===== src/rtl/led_pattern_ctrl_if.sv =====
// Board-side signal bundle for the LED pattern sequencer.
// The master drives the button and pause inputs. The slave (the sequencer) drives the LED outputs.
interface led_pattern_ctrl_if #(
   parameter int LED_COUNT = 4
);
   logic                 i_btn;
   logic                 i_pause;
   logic [LED_COUNT-1:0] o_led;
   logic [1:0]           o_mode;
   logic                 o_step;

   modport master (output i_btn, output i_pause,
                   input  o_led, input  o_mode, input o_step);
   modport slave  (input  i_btn, input  i_pause,
                   output o_led, output o_mode, output o_step);
endinterface


===== src/rtl/led_pattern_ctrl.sv =====
// LED pattern sequencer. A free-running prescaler generates the step strobe.
// A debounced button cycles through the ROTL, ROTR, BOUNCE and BLINK patterns.
module led_pattern_ctrl #(
   parameter int COUNTER_WIDTH  = 25,
   parameter int LED_COUNT      = 4,
   parameter int DEBOUNCE_WIDTH = 16
) (
   input  logic                i_clk,
   input  logic                i_reset,
   led_pattern_ctrl_if.slave   bus
);

   typedef enum logic [1:0] {
      M_ROTL   = 2'd0,
      M_ROTR   = 2'd1,
      M_BOUNCE = 2'd2,
      M_BLINK  = 2'd3
   } mode_t;

   typedef enum logic {
      DIR_LEFT  = 1'b0,
      DIR_RIGHT = 1'b1
   } dir_t;

   localparam logic [LED_COUNT-1:0] SEED_LSB = LED_COUNT'(1);
   localparam logic [LED_COUNT-1:0] SEED_MSB = SEED_LSB << (LED_COUNT-1);

   mode_t                     r_mode, w_mode_next;
   dir_t                      r_dir, w_dir_next;
   logic [LED_COUNT-1:0]      r_led, w_led_next;
   logic                      r_step, w_step_next;
   logic [COUNTER_WIDTH-1:0]  r_cnt;
   logic                      r_stb;
   logic                      r_sync1, r_sync2, r_stable;
   logic [DEBOUNCE_WIDTH-1:0] r_db_cnt;
   logic                      w_db_fire, w_press;

   // The debounced level flips on the same edge that a press is acted upon.
   assign w_db_fire = (r_sync2 != r_stable) && (r_db_cnt == '1);
   assign w_press   = w_db_fire && r_sync2;

   // Button synchronizer and debounce counter
   always_ff @(posedge i_clk) begin
      if (i_reset) begin
         r_sync1  <= 1'b0;
         r_sync2  <= 1'b0;
         r_stable <= 1'b0;
         r_db_cnt <= '0;
      end else begin
         r_sync1 <= bus.i_btn;
         r_sync2 <= r_sync1;
         if (r_sync2 == r_stable) begin
            r_db_cnt <= '0;
         end else if (r_db_cnt == '1) begin
            r_stable <= r_sync2;
            r_db_cnt <= '0;
         end else begin
            r_db_cnt <= r_db_cnt + 1'b1;
         end
      end
   end

   // Prescaler; the strobe is the registered carry-out of the counter
   always_ff @(posedge i_clk) begin
      if (i_reset || w_press) begin
         r_cnt <= '0;
         r_stb <= 1'b0;
      end else if (bus.i_pause) begin
         r_stb <= 1'b0;
      end else begin
         {r_stb, r_cnt} <= {1'b0, r_cnt} + {{COUNTER_WIDTH{1'b0}}, 1'b1};
      end
   end

   // Mode state register
   always_ff @(posedge i_clk) begin
      if (i_reset) r_mode <= M_ROTL;
      else         r_mode <= w_mode_next;
   end

   // Mode next state: advance one pattern per debounced press
   always_comb begin
      w_mode_next = r_mode;
      if (w_press) begin
         unique case (r_mode)
            M_ROTL:   w_mode_next = M_ROTR;
            M_ROTR:   w_mode_next = M_BOUNCE;
            M_BOUNCE: w_mode_next = M_BLINK;
            M_BLINK:  w_mode_next = M_ROTL;
         endcase
      end
   end

   // Pattern datapath next values; a press reseeds and swallows a coincident step
   always_comb begin
      w_led_next  = r_led;
      w_dir_next  = r_dir;
      w_step_next = 1'b0;
      if (w_press) begin
         w_dir_next = DIR_LEFT;
         unique case (w_mode_next)
            M_ROTL:   w_led_next = SEED_LSB;
            M_ROTR:   w_led_next = SEED_MSB;
            M_BOUNCE: w_led_next = SEED_LSB;
            M_BLINK:  w_led_next = '1;
         endcase
      end else if (r_stb) begin
         w_step_next = 1'b1;
         unique case (r_mode)
            M_ROTL:   w_led_next = {r_led[LED_COUNT-2:0], r_led[LED_COUNT-1]};
            M_ROTR:   w_led_next = {r_led[0], r_led[LED_COUNT-1:1]};
            M_BOUNCE: begin
               if (r_dir == DIR_LEFT) begin
                  if (r_led[LED_COUNT-1]) begin
                     w_dir_next = DIR_RIGHT;
                     w_led_next = {1'b0, r_led[LED_COUNT-1:1]};
                  end else begin
                     w_led_next = {r_led[LED_COUNT-2:0], 1'b0};
                  end
               end else begin
                  if (r_led[0]) begin
                     w_dir_next = DIR_LEFT;
                     w_led_next = {r_led[LED_COUNT-2:0], 1'b0};
                  end else begin
                     w_led_next = {1'b0, r_led[LED_COUNT-1:1]};
                  end
               end
            end
            M_BLINK:  w_led_next = ~r_led;
         endcase
      end
   end

   // Pattern, direction and step-pulse registers
   always_ff @(posedge i_clk) begin
      if (i_reset) begin
         r_led  <= SEED_LSB;
         r_dir  <= DIR_LEFT;
         r_step <= 1'b0;
      end else begin
         r_led  <= w_led_next;
         r_dir  <= w_dir_next;
         r_step <= w_step_next;
      end
   end

   assign bus.o_led  = r_led;
   assign bus.o_mode = r_mode;
   assign bus.o_step = r_step;

endmodule


===== src/flat_wrapper.sv =====
// flat-port wrapper written by rule: the top's interface ports become plain ports
module led_pattern_ctrl_flat 
#(
   parameter int COUNTER_WIDTH  = 25,
   parameter int LED_COUNT      = 4,
   parameter int DEBOUNCE_WIDTH = 16
)
  (i_clk, i_reset, bus_i_btn, bus_i_pause, bus_o_led, bus_o_mode, bus_o_step);
  led_pattern_ctrl_if #(.LED_COUNT(LED_COUNT)) bus_i ();
  input  logic i_clk;
  input  logic i_reset;
  input wire logic [$bits(bus_i.i_btn)-1:0] bus_i_btn;
  input wire logic [$bits(bus_i.i_pause)-1:0] bus_i_pause;
  output wire logic [$bits(bus_i.o_led)-1:0] bus_o_led;
  output wire logic [$bits(bus_i.o_mode)-1:0] bus_o_mode;
  output wire logic [$bits(bus_i.o_step)-1:0] bus_o_step;
  assign bus_i.i_btn = bus_i_btn;
  assign bus_i.i_pause = bus_i_pause;
  assign bus_o_led = bus_i.o_led;
  assign bus_o_mode = bus_i.o_mode;
  assign bus_o_step = bus_i.o_step;
  led_pattern_ctrl #(.COUNTER_WIDTH(COUNTER_WIDTH), .LED_COUNT(LED_COUNT), .DEBOUNCE_WIDTH(DEBOUNCE_WIDTH)) u_core (.i_clk(i_clk), .i_reset(i_reset), .bus(bus_i));
endmodule

===== config.mk =====
export PLATFORM = sky130hd
export DESIGN_NAME = led_pattern_ctrl_flat
export DESIGN_NICKNAME = d
export VERILOG_FILES = /design/src/rtl/led_pattern_ctrl_if.sv /design/src/rtl/led_pattern_ctrl.sv /design/src/flat_wrapper.sv
export SDC_FILE = /design/constraint.sdc
export NUM_CORES = 1
export LEC_CHECK = 0
export CAP_MARGIN = 10
export CORE_MARGIN = 2
export CORE_UTILIZATION = 59
export DETAILED_ROUTE_END_ITERATION = 10
export GPL_TIMING_DRIVEN = 0
export PLACE_DENSITY = 0.89
export RECOVER_POWER = 100
export SYNTH_ARGS = -nofsm -noshare
export SYNTH_HDL_FRONTEND = slang
export SYNTH_SLANG_ARGS = --single-unit

===== constraint.sdc =====
create_clock -name i_clk -period 2.6 [get_ports i_clk]
set_input_delay 0.26 -clock i_clk [delete_from_list [all_inputs] [get_ports i_clk]]
set_output_delay 0.26 -clock i_clk [all_outputs]
set_load 0.005 [all_outputs]

# Word level (Yosys, flattened, before mapping)
# Cells that the tools add are included.
# word_totals
regBits,53
input_bits,4
out_inout_bits,7
elab_cells,48
# op_classes
add_sub_neg,2
n_eq_ne,9
mux,13
n_bitwise,2
n_reduce_logical,12
# ops
cell,n
"adder 25 x 1 -> 26 bit, second input constant",1
2-to-1 mux 4 bit,5
"adder 16 x 1 -> 16 bit, second input constant",1
"== test 16 bit, second input constant",1
case mux 4 bit (4 select lines),1
case mux 4 bit (3 select lines),1
"== test 2 bit, second input constant",4
case mux 2 bit (4 select lines),1
OR reduction 2 bit,3
"== test 2 x 1 -> 1 bit, second input constant",2
zero test 2 bit,2
2-to-1 mux 1 bit,4
NOT 4 bit,1
AND reduction 2 bit,2
OR reduction 3 bit,1
logical AND 1 bit,2
2-to-1 mux 2 bit,1
nonzero test 2 bit,1
== test 1 bit,1
logical OR 1 bit,1
inequality test 1 bit,1
NOT 1 bit,1

# Depth between registers and ports, before layout
# Gate-level depths: netlist of the first run.
# depth
depth_word,8
depth_mapped,8
mapped_depth_nobuf,7

# Worst setup path before layout of the first run
# OpenSTA, ideal clock, no wires.
# synth_timing
kind,reg2reg
from,register u_core.r_db_cnt[0]
to,register u_core.r_dir
setup_time_ps,116
arrival_time_ps,1794
required_time_ps,2484
slack_ps,689
stages_incl_launch_ff,9
n_path_buf,2
cell_sequence,dfxtp_1 > ha_1 > nand3_1 > or3_4 > nor3_4 > or2_1 > buf_6 > buf_6 > nor2_1
# synth_via
elab_chain_len,4
# synth_rtl
item,line,rtl
"start, declared",led_pattern_ctrl.sv:35,logic [DEBOUNCE_WIDTH-1:0] r_db_cnt;
"start signal, assigned",led_pattern_ctrl.sv:58,r_db_cnt <= r_db_cnt + 1'b1;
== test 16 bit,led_pattern_ctrl.sv:39,assign w_db_fire = (r_sync2 != r_stable) && (r_db_cnt == '1);
logical AND 1 bit,led_pattern_ctrl.sv:39,
logical AND 1 bit,led_pattern_ctrl.sv:40,assign w_press = w_db_fire && r_sync2;
OR reduction 2 bit (no source line),--,
"end signal, assigned",led_pattern_ctrl.sv:142,r_dir <= w_dir_next;
"end, declared",led_pattern_ctrl.sv:29,"dir_t r_dir, w_dir_next;"
# No other way between the ends.
# A chain may end at the register's enable or synchronous reset.

# Worst setup path in the final report of the first run
# layout_timing
from,register u_core.r_db_cnt[0]
to,register u_core.r_cnt[6]
# layout_via
elab_chain_len,4
# layout_rtl
item,line,rtl
== test 16 bit,led_pattern_ctrl.sv:39,
logical AND 1 bit,led_pattern_ctrl.sv:39,
logical AND 1 bit,led_pattern_ctrl.sv:40,
logical OR 1 bit,led_pattern_ctrl.sv:65,if (i_reset || w_press) begin
"end signal, assigned",led_pattern_ctrl.sv:71,"{r_stb, r_cnt} <= {1'b0, r_cnt} + {{COUNTER_WIDTH{1'b0}}, 1'b1};"
"end, declared",led_pattern_ctrl.sv:32,logic [COUNTER_WIDTH-1:0] r_cnt;
# No other way between the ends.

==> results by group, run 1 <==
Synthesis
  • Sequential share of the synthesized area: a little over two fifths
  • Post-synth cell types: 42
  • Commonest cells in the netlist: nor2_1, dfxtp_1, xor2_1
  • Synth top area share: a little over two fifths
  • Cell with the most instances after synthesis: nor2_1
  • Post-Syn Instances: 280
  • Async SR Flop Fraction: 0%
  • Synth Register Bits: 53
  • Post-Syn Nets: 290
  • Synth top area cells: dfxtp_1, xor2_1, nor2_1
  • Synthesized area: 0.002460 mm^2
  • Synth area leader: dfxtp_1
  • Top_reg_cell synth: dfxtp_1
  • Number of synthesized flops with an enable pin: 0
  • Synth warn: 0
  • Mean Syn Cell Area: between 8 and 9 um^2

CTS
  • CTS Buf Count: 5
  • Post-CTS sizing: 0
  • Hold buffers post-CTS: 0
  • Clock Sinks: 53
  • Root Driver: clkbuf_8
  • CTS tree: done
  • Buffer levels on the longest clock path: 2
  • Setup Buffers After CTS: 0
  • Reg clk slew, reported paths: 90 ps
  • Depth of the CTS H-tree: 2
  • Worst skew pair latency: approximately 300 ps

STA
  • Worst-margin pin slew: around 620 ps
  • Fmax: roughly 460 MHz
  • Post-route minimum period: 2188 ps
  • Final setup TNS: 0 ps
  • Final setup fails: 0
  • Final-report hold violation count: 0
  • Final Cycle Share: between 80% and 90%
  • Slew margin rel.: 58.49%
  • Clock skew: a little under 7 ps
  • Final Worst Setup Slack: around 410 ps
  • Final Max Tran Viols: 0
  • Hold WS: ~320 ps
  • RSZ-0062 raised after global routing: no

Place
  • Placed Area: 0.002613 mm^2
  • Port Buffers: 9
  • Placed wire-length estimate: between 3 and 4 mm
  • Dpl ws: 324.6 ps
  • Global placer's final weighted congestion: approximately 0.81

Routing
  • Met1 wire length: between 2 and 2.5 mm
  • Metal3 WL: ~130 um
  • 1st-iter DRT viols: 47
  • Top Layer Used: met4
  • Vias: 1936
  • DRC viols: 0
  • DR pass1 iterations: 4
  • Final wirelength: about 4.2 mm
  • Routed WL per cell: roughly 12 um
  • Met2 WL: ~2.1 mm
  • ANT nets after route: 0
  • DR vias/cell: roughly 5.6

Critical path
  • Arr. time, crit path: about 2400 ps
  • Crit Path Class: flop to flop
  • CP required: roughly 2800 ps
  • CP Capture Type: flop
  • Worst setup SP type: flop
  • Largest fanout on the critical path: 10

GRT
  • Pin count of the biggest net entering global routing: 16
  • GR Overflow Total: 0
  • Initial antenna violation count: 0
  • Global-route wire length before repair: 6.982 mm
  • GRT Util Overall: around a fifth
  • Vias in the first global route: 1691

Run status
  • Status: finished clean

Power and ir drop
  • Final total power: around 1300 uW
  • Worst vdd ir: about 0.00034 V
  • P per Cell Area: roughly 480 mW/mm^2
  • Leak: 0.0009745 uW

Run
  • Max cap viols: 0

Finish
  • Diodes inserted: 0
  • Final Instance Area: 0.002691 mm^2
  • Area growth, synth to finish: 9.410%
  • Layout cells sized above 1: 5.051%
  • Layout Nets: between 300 and 400

Floorplanning
  • Row cnt: 23
  • Initial Util: 61.50%
  • Die Y: ~69 um
  • DIE AREA: 0.004702 mm^2
  • # IOs: 11
  • Die Width: ~70 um
  • Core region area: 0.004000 mm^2

Worst hold path
  • Type of the worst min-delay path: input pin to flop
[metal layers]
layer | global-route usage (%) | vias to the layer above
met4 | 4.500 | 0
met3 | 4.870 | 4
met1 | 23.34 | 922
li1 | - | 981
met5 | 0 | -
met2 | 34.86 | 29
[placed cells by master, fill, tap and decap left out, types with 5 or more instances in the layout]
cell type	n
nor2_1	55
dfxtp_1	53
xor2_1	24
nand3_1	18
nand2_1	14
xnor2_1	13
inv_1	12
nor3_1	9
dlygate4sd3_1	9
and3_1	8
nand4_1	8
a21oi_1	6
ha_1	6
clkbuf_1	5
clkbuf_8	5
[metrics by stage]
stage	utilization, %	cells
finish	67.28	347
global route	67.28	347
CTS	67.41	347
detailed placement	65.31	339
global placement	65.31	339
floorplan	-	280
[power breakdown]
part           switching [uW]  internal, uW
Combinational            19.1          15.0
Sequential               4.38           816
Clock                     253           191
Total                     277          1020
[worst paths after layout]
kind                      startpoint                  end  slack (ps)  cells past startpoint
setup reg to reg  u_core.r_db_cnt[0]      u_core.r_cnt[6]         410                      8
setup / recovery  u_core.r_db_cnt[0]      u_core.r_cnt[6]         410                      8
hold reg to reg   u_core.r_db_cnt[0]   u_core.r_db_cnt[0]         440                      1
hold / removal               i_reset  u_core.bus.o_led[2]         320                      2
[registers in the layout (all words and copies together) (netlist names)]
signal and flops:
u_core.r_cnt 25, u_core.r_db_cnt 16, u_core.bus.o_led 4, u_core.bus.o_mode 2, u_core.bus.o_step 1, u_core.r_dir 1, u_core.r_stable 1, u_core.r_stb 1
u_core.r_sync1 1, u_core.r_sync2 1
[worst max-delay path, cell delays in order (launching register included)]
cell and delay (ps):
dfxtp_1 350, ha_1 250, nand3_1 140, or3_1 430, nor3_4 390, or2_0 180, buf_6 150, buf_6 140
nor2_1 50
[layout make-up]
class	instances	area, um^2
fillers	311	1309
multi-input cells	208	1296
flip-flops and latches	53	1061
repair buffers	9	90.09
clock buffers	7	76.32
well taps	50	62.56
plain buffers	7	52.55
inverters	12	45.04
clock inverters	1	7.507
[cell families (layout without fill, tap and decap cells)]
| logic type | count (synthesis) | in the layout | share of synthesized area, % |
|---|---|---|---|
| compound gates | 24 | 24 | 6.765 |
| xor+xnor | 37 | 37 | 13.17 |
| fa+ha+maj | 6 | 6 | 3.052 |
| buf+inv | 19 | 36 | 3.967 |
| flops | 53 | 53 | 43.13 |
| mux | 4 | 4 | 1.628 |
| simple gates | 137 | 137 | 28.28 |
Note: power is estimated with default switching activity, not from simulation.
==> run 2, diff against run 1 <==
==> constraint.sdc (replaced) <==
create_clock -name i_clk -period 2.2 [get_ports i_clk]
set_input_delay 0.22 -clock i_clk [delete_from_list [all_inputs] [get_ports i_clk]]
set_output_delay 0.22 -clock i_clk [all_outputs]
set_load 0.005 [all_outputs]
==> run 2 against run 1 <==
  * Cell area is 1.2% higher
  * Combinational power rose by 19%
  * Critical endpoint is now u_core.r_db_cnt[10]
  * Sequential share of layout area decreased by 0.45 points
  * Sequential cell count stayed put
  * Die area is the same
  * Register-to-register slack got worse by 280 ps
  * Routed wire length up 1.2%
  * Power up 18%
  * Non-clock buffer count up 4
  * Maximum frequency increased by 5.7%
==> results by group, run 2 (synthesized netlist as in run 1, its figures left out) <==
STA
  • Fmax: 483.0 MHz
  • Post-route minimum period: slightly above 2000 ps
  • Clock skew: 7.585 ps
  • Final Worst Setup Slack: ~130 ps
  • Final Cycle Share: between 90 and 100%
  • Worst-margin pin slew: 648.9 ps
  • RSZ-0062 raised after global routing: no
  • Final Max Tran Viols: 0
  • Final-report hold violation count: 0
  • Slew margin rel.: a little under three fifths
  • Final setup fails: 0

Power and ir drop
  • Power share of the combinational group: around 2.6%
  • Internal power: 1208 uW
  • Seq pwr share: between 60% and 70%
  • Sw Ratio: between 20% and 30%
  • Net load switching power: roughly 330 uW
  • P per Cell Area: 564.1 mW/mm^2
  • Clk network pwr share: 34.2%
  • Leak: about 0.001 uW
  • Worst vdd ir: 0.0004060 V

Finish
  • Area growth, synth to finish: 10.68%
  • Largest Register: u_core.r_cnt
  • Max reg flops: 25
  • Layout Nets: 310
  • Commonest non-fill, non-tap cell in the layout: nor2_1
  • Layout cells sized above 1: 6.312%
  • Diodes inserted: 0
  • Fin util: about two thirds
  • Commonest cells after routing, fill and taps aside: nor2_1, dfxtp_1, xor2_1

Place
  • Port Buffers: 9
  • Dpl ws: -35.41 ps
  • Global placer's final weighted congestion: between 0.8 and 0.9
  • Placed wire-length estimate: 3.106 mm

Critical path
  • Worst setup path start: u_core.r_db_cnt[0]
  • Reg2reg start: u_core.r_db_cnt[0]
  • CP Capture Type: flop
  • Largest fanout on the critical path: 10
  • R2r setup slk: about 130 ps
  • Crit path cell chain: ha_1 > nand3_1 > or3_4 > or2_2 > nand2b_1 > buf_4 > nor2_1
  • CP max stage delay: 410 ps
  • Worst setup SP type: flop
  • Slowest CP cell: or3_4
  • Arr. time, crit path: between 2000 and 2500 ps
  • Reg-to-Reg End: u_core.r_db_cnt[10]
  • Crit Path Class: flop to flop
  • R2r worst-path depth: 7
  • CP required: 2400 ps

Routing
  • ANT nets after route: 0
  • 1st-iter DRT viols: 66
  • DRC viols: 0
  • Routed WL per cell: ~12 um
  • Vias: approximately 2000
  • Final wirelength: between 4 and 5 mm
  • DR vias/cell: roughly 5.6
  • DR pass1 iterations: 4

GRT
  • Vias in the first global route: ~1700
  • Pin count of the biggest net entering global routing: 16
  • Initial antenna violation count: 0
  • GRT Util Overall: between 10% and 20%
  • GR Overflow Total: 0
  • Global-route wire length before repair: about 7 mm

CTS
  • CTS tree: done
  • Buffer levels on the longest clock path: 2
  • Reg clk slew, reported paths: 90 ps
  • Worst skew pair latency: about 300 ps
  • CTS Buf Count: 5
  • Root Driver: clkbuf_8
  • Depth of the CTS H-tree: 2
  • Clock Sinks: 53
  • Post-CTS sizing: 0

Floorplanning
  • DIE AREA: ~0.0047 mm^2
  • # IOs: 11
  • Die Y: between 60 and 70 um
  • Initial Util: 61.50%
  • Die Width: 68.57 um
  • Row cnt: 23
  • Core region area: around 0.004 mm^2

Run status
  • Status: finished clean

Worst hold path
  • Type of the worst min-delay path: input pin to flop
  • Hold wc startpoint: i_reset
  • Worst Hold Depth: 2
  • Hold EP: u_core.bus.o_led[2]

Run
  • Max cap viols: 0
run 2: cell count changes in the layout (fill, tap and decap cells not counted), sizes merged:
cell | before | now
clkbuf | 10 | 13
buf | 4 | 5
clkdlybuf4s50 | 0 | 1
dlygate4sd3 | 9 | 8
run 2: per-layer routing:
| metal | GRT usage, % | vias up | part of all wire (%) |
|---|---|---|---|
| met3 | 4.870 | 5 | 3.3 |
| met2 | 34.86 | 26 | 49 |
| met1 | 23.34 | 936 | 47 |
| met4 | 4.500 | 0 | 0.79 |
| met5 | 0 | - | 0 |
| li1 | - | 990 | - |
run 2: worst max-delay path by stage:
stage	end	slack [ps]	cells past startpoint
2_1_floorplan	u_core.r_dir	290	8
3_3_place_gp	u_core.r_cnt[23]	-20	6
3_5_place_dp	u_core.r_cnt[23]	-40	6
4_1_cts	u_core.r_cnt[6]	50	8
5_1_grt	u_core.r_db_cnt[8]	2	7
6_report	u_core.r_db_cnt[10]	130	7
run 2: area by class of cell:
type / instances / area (um^2)
repair buffers: 13 / 116.4
multi-input cells: 208 / 1301
flip-flops and latches: 53 / 1061
inverters: 12 / 45.04
fillers: 307 / 1277
well taps: 50 / 62.56
clock inverters: 1 / 7.507
clock buffers: 7 / 76.32
plain buffers: 7 / 52.55
run 2: worst max-delay path: cells and delay by family, from the launching register on:
kind | cells | cell delay (ps)
adders and majority gates | 1 | 250
buffers and inverters | 1 | 210
DFF | 1 | 350
and+or+nand+nor | 5 | 1160
run 2: metrics by stage:
| step | instances | instance area (um^2) | hold slack [ps] | power [uW] | setup TNS (ps) |
|---|---|---|---|---|---|
| 4_1_cts | 347 | 2696 | 285.0 | 1547 | 0 |
| 6_report | 351 | 2723 | 280.1 | 1536 | 0 |
| 5_1_grt | 351 | 2723 | 323.7 | 1588 | 0 |
| 3_5_place_dp | 339 | 2613 | 428.9 | 1034 | -42.19 |
| 2_1_floorplan | 280 | 2460 | 348.2 | 1021 | 0 |
| 3_3_place_gp | 339 | 2613 | 421.3 | 1032 | -21.61 |
run 2: what timing repair did:
item | 4_1_cts | 5_1_grt
buffers inserted | 0 | 4
hold buffers | 0 | 0
endpoints found under the setup margin | 0 | 20
run 2: power by group through the flow:
| stage | clock (uW) | combinational (uW) | sequential [uW] |
|---|---|---|---|
| after floorplan | 0 | 29.8 | 991 |
| after global placement | 0 | 40.1 | 992 |
| after detailed placement | 0 | 41.8 | 992 |
| after CTS | 535 | 41.9 | 970 |
| after global routing | 571 | 45.6 | 972 |
| final | 525 | 40.7 | 970 |
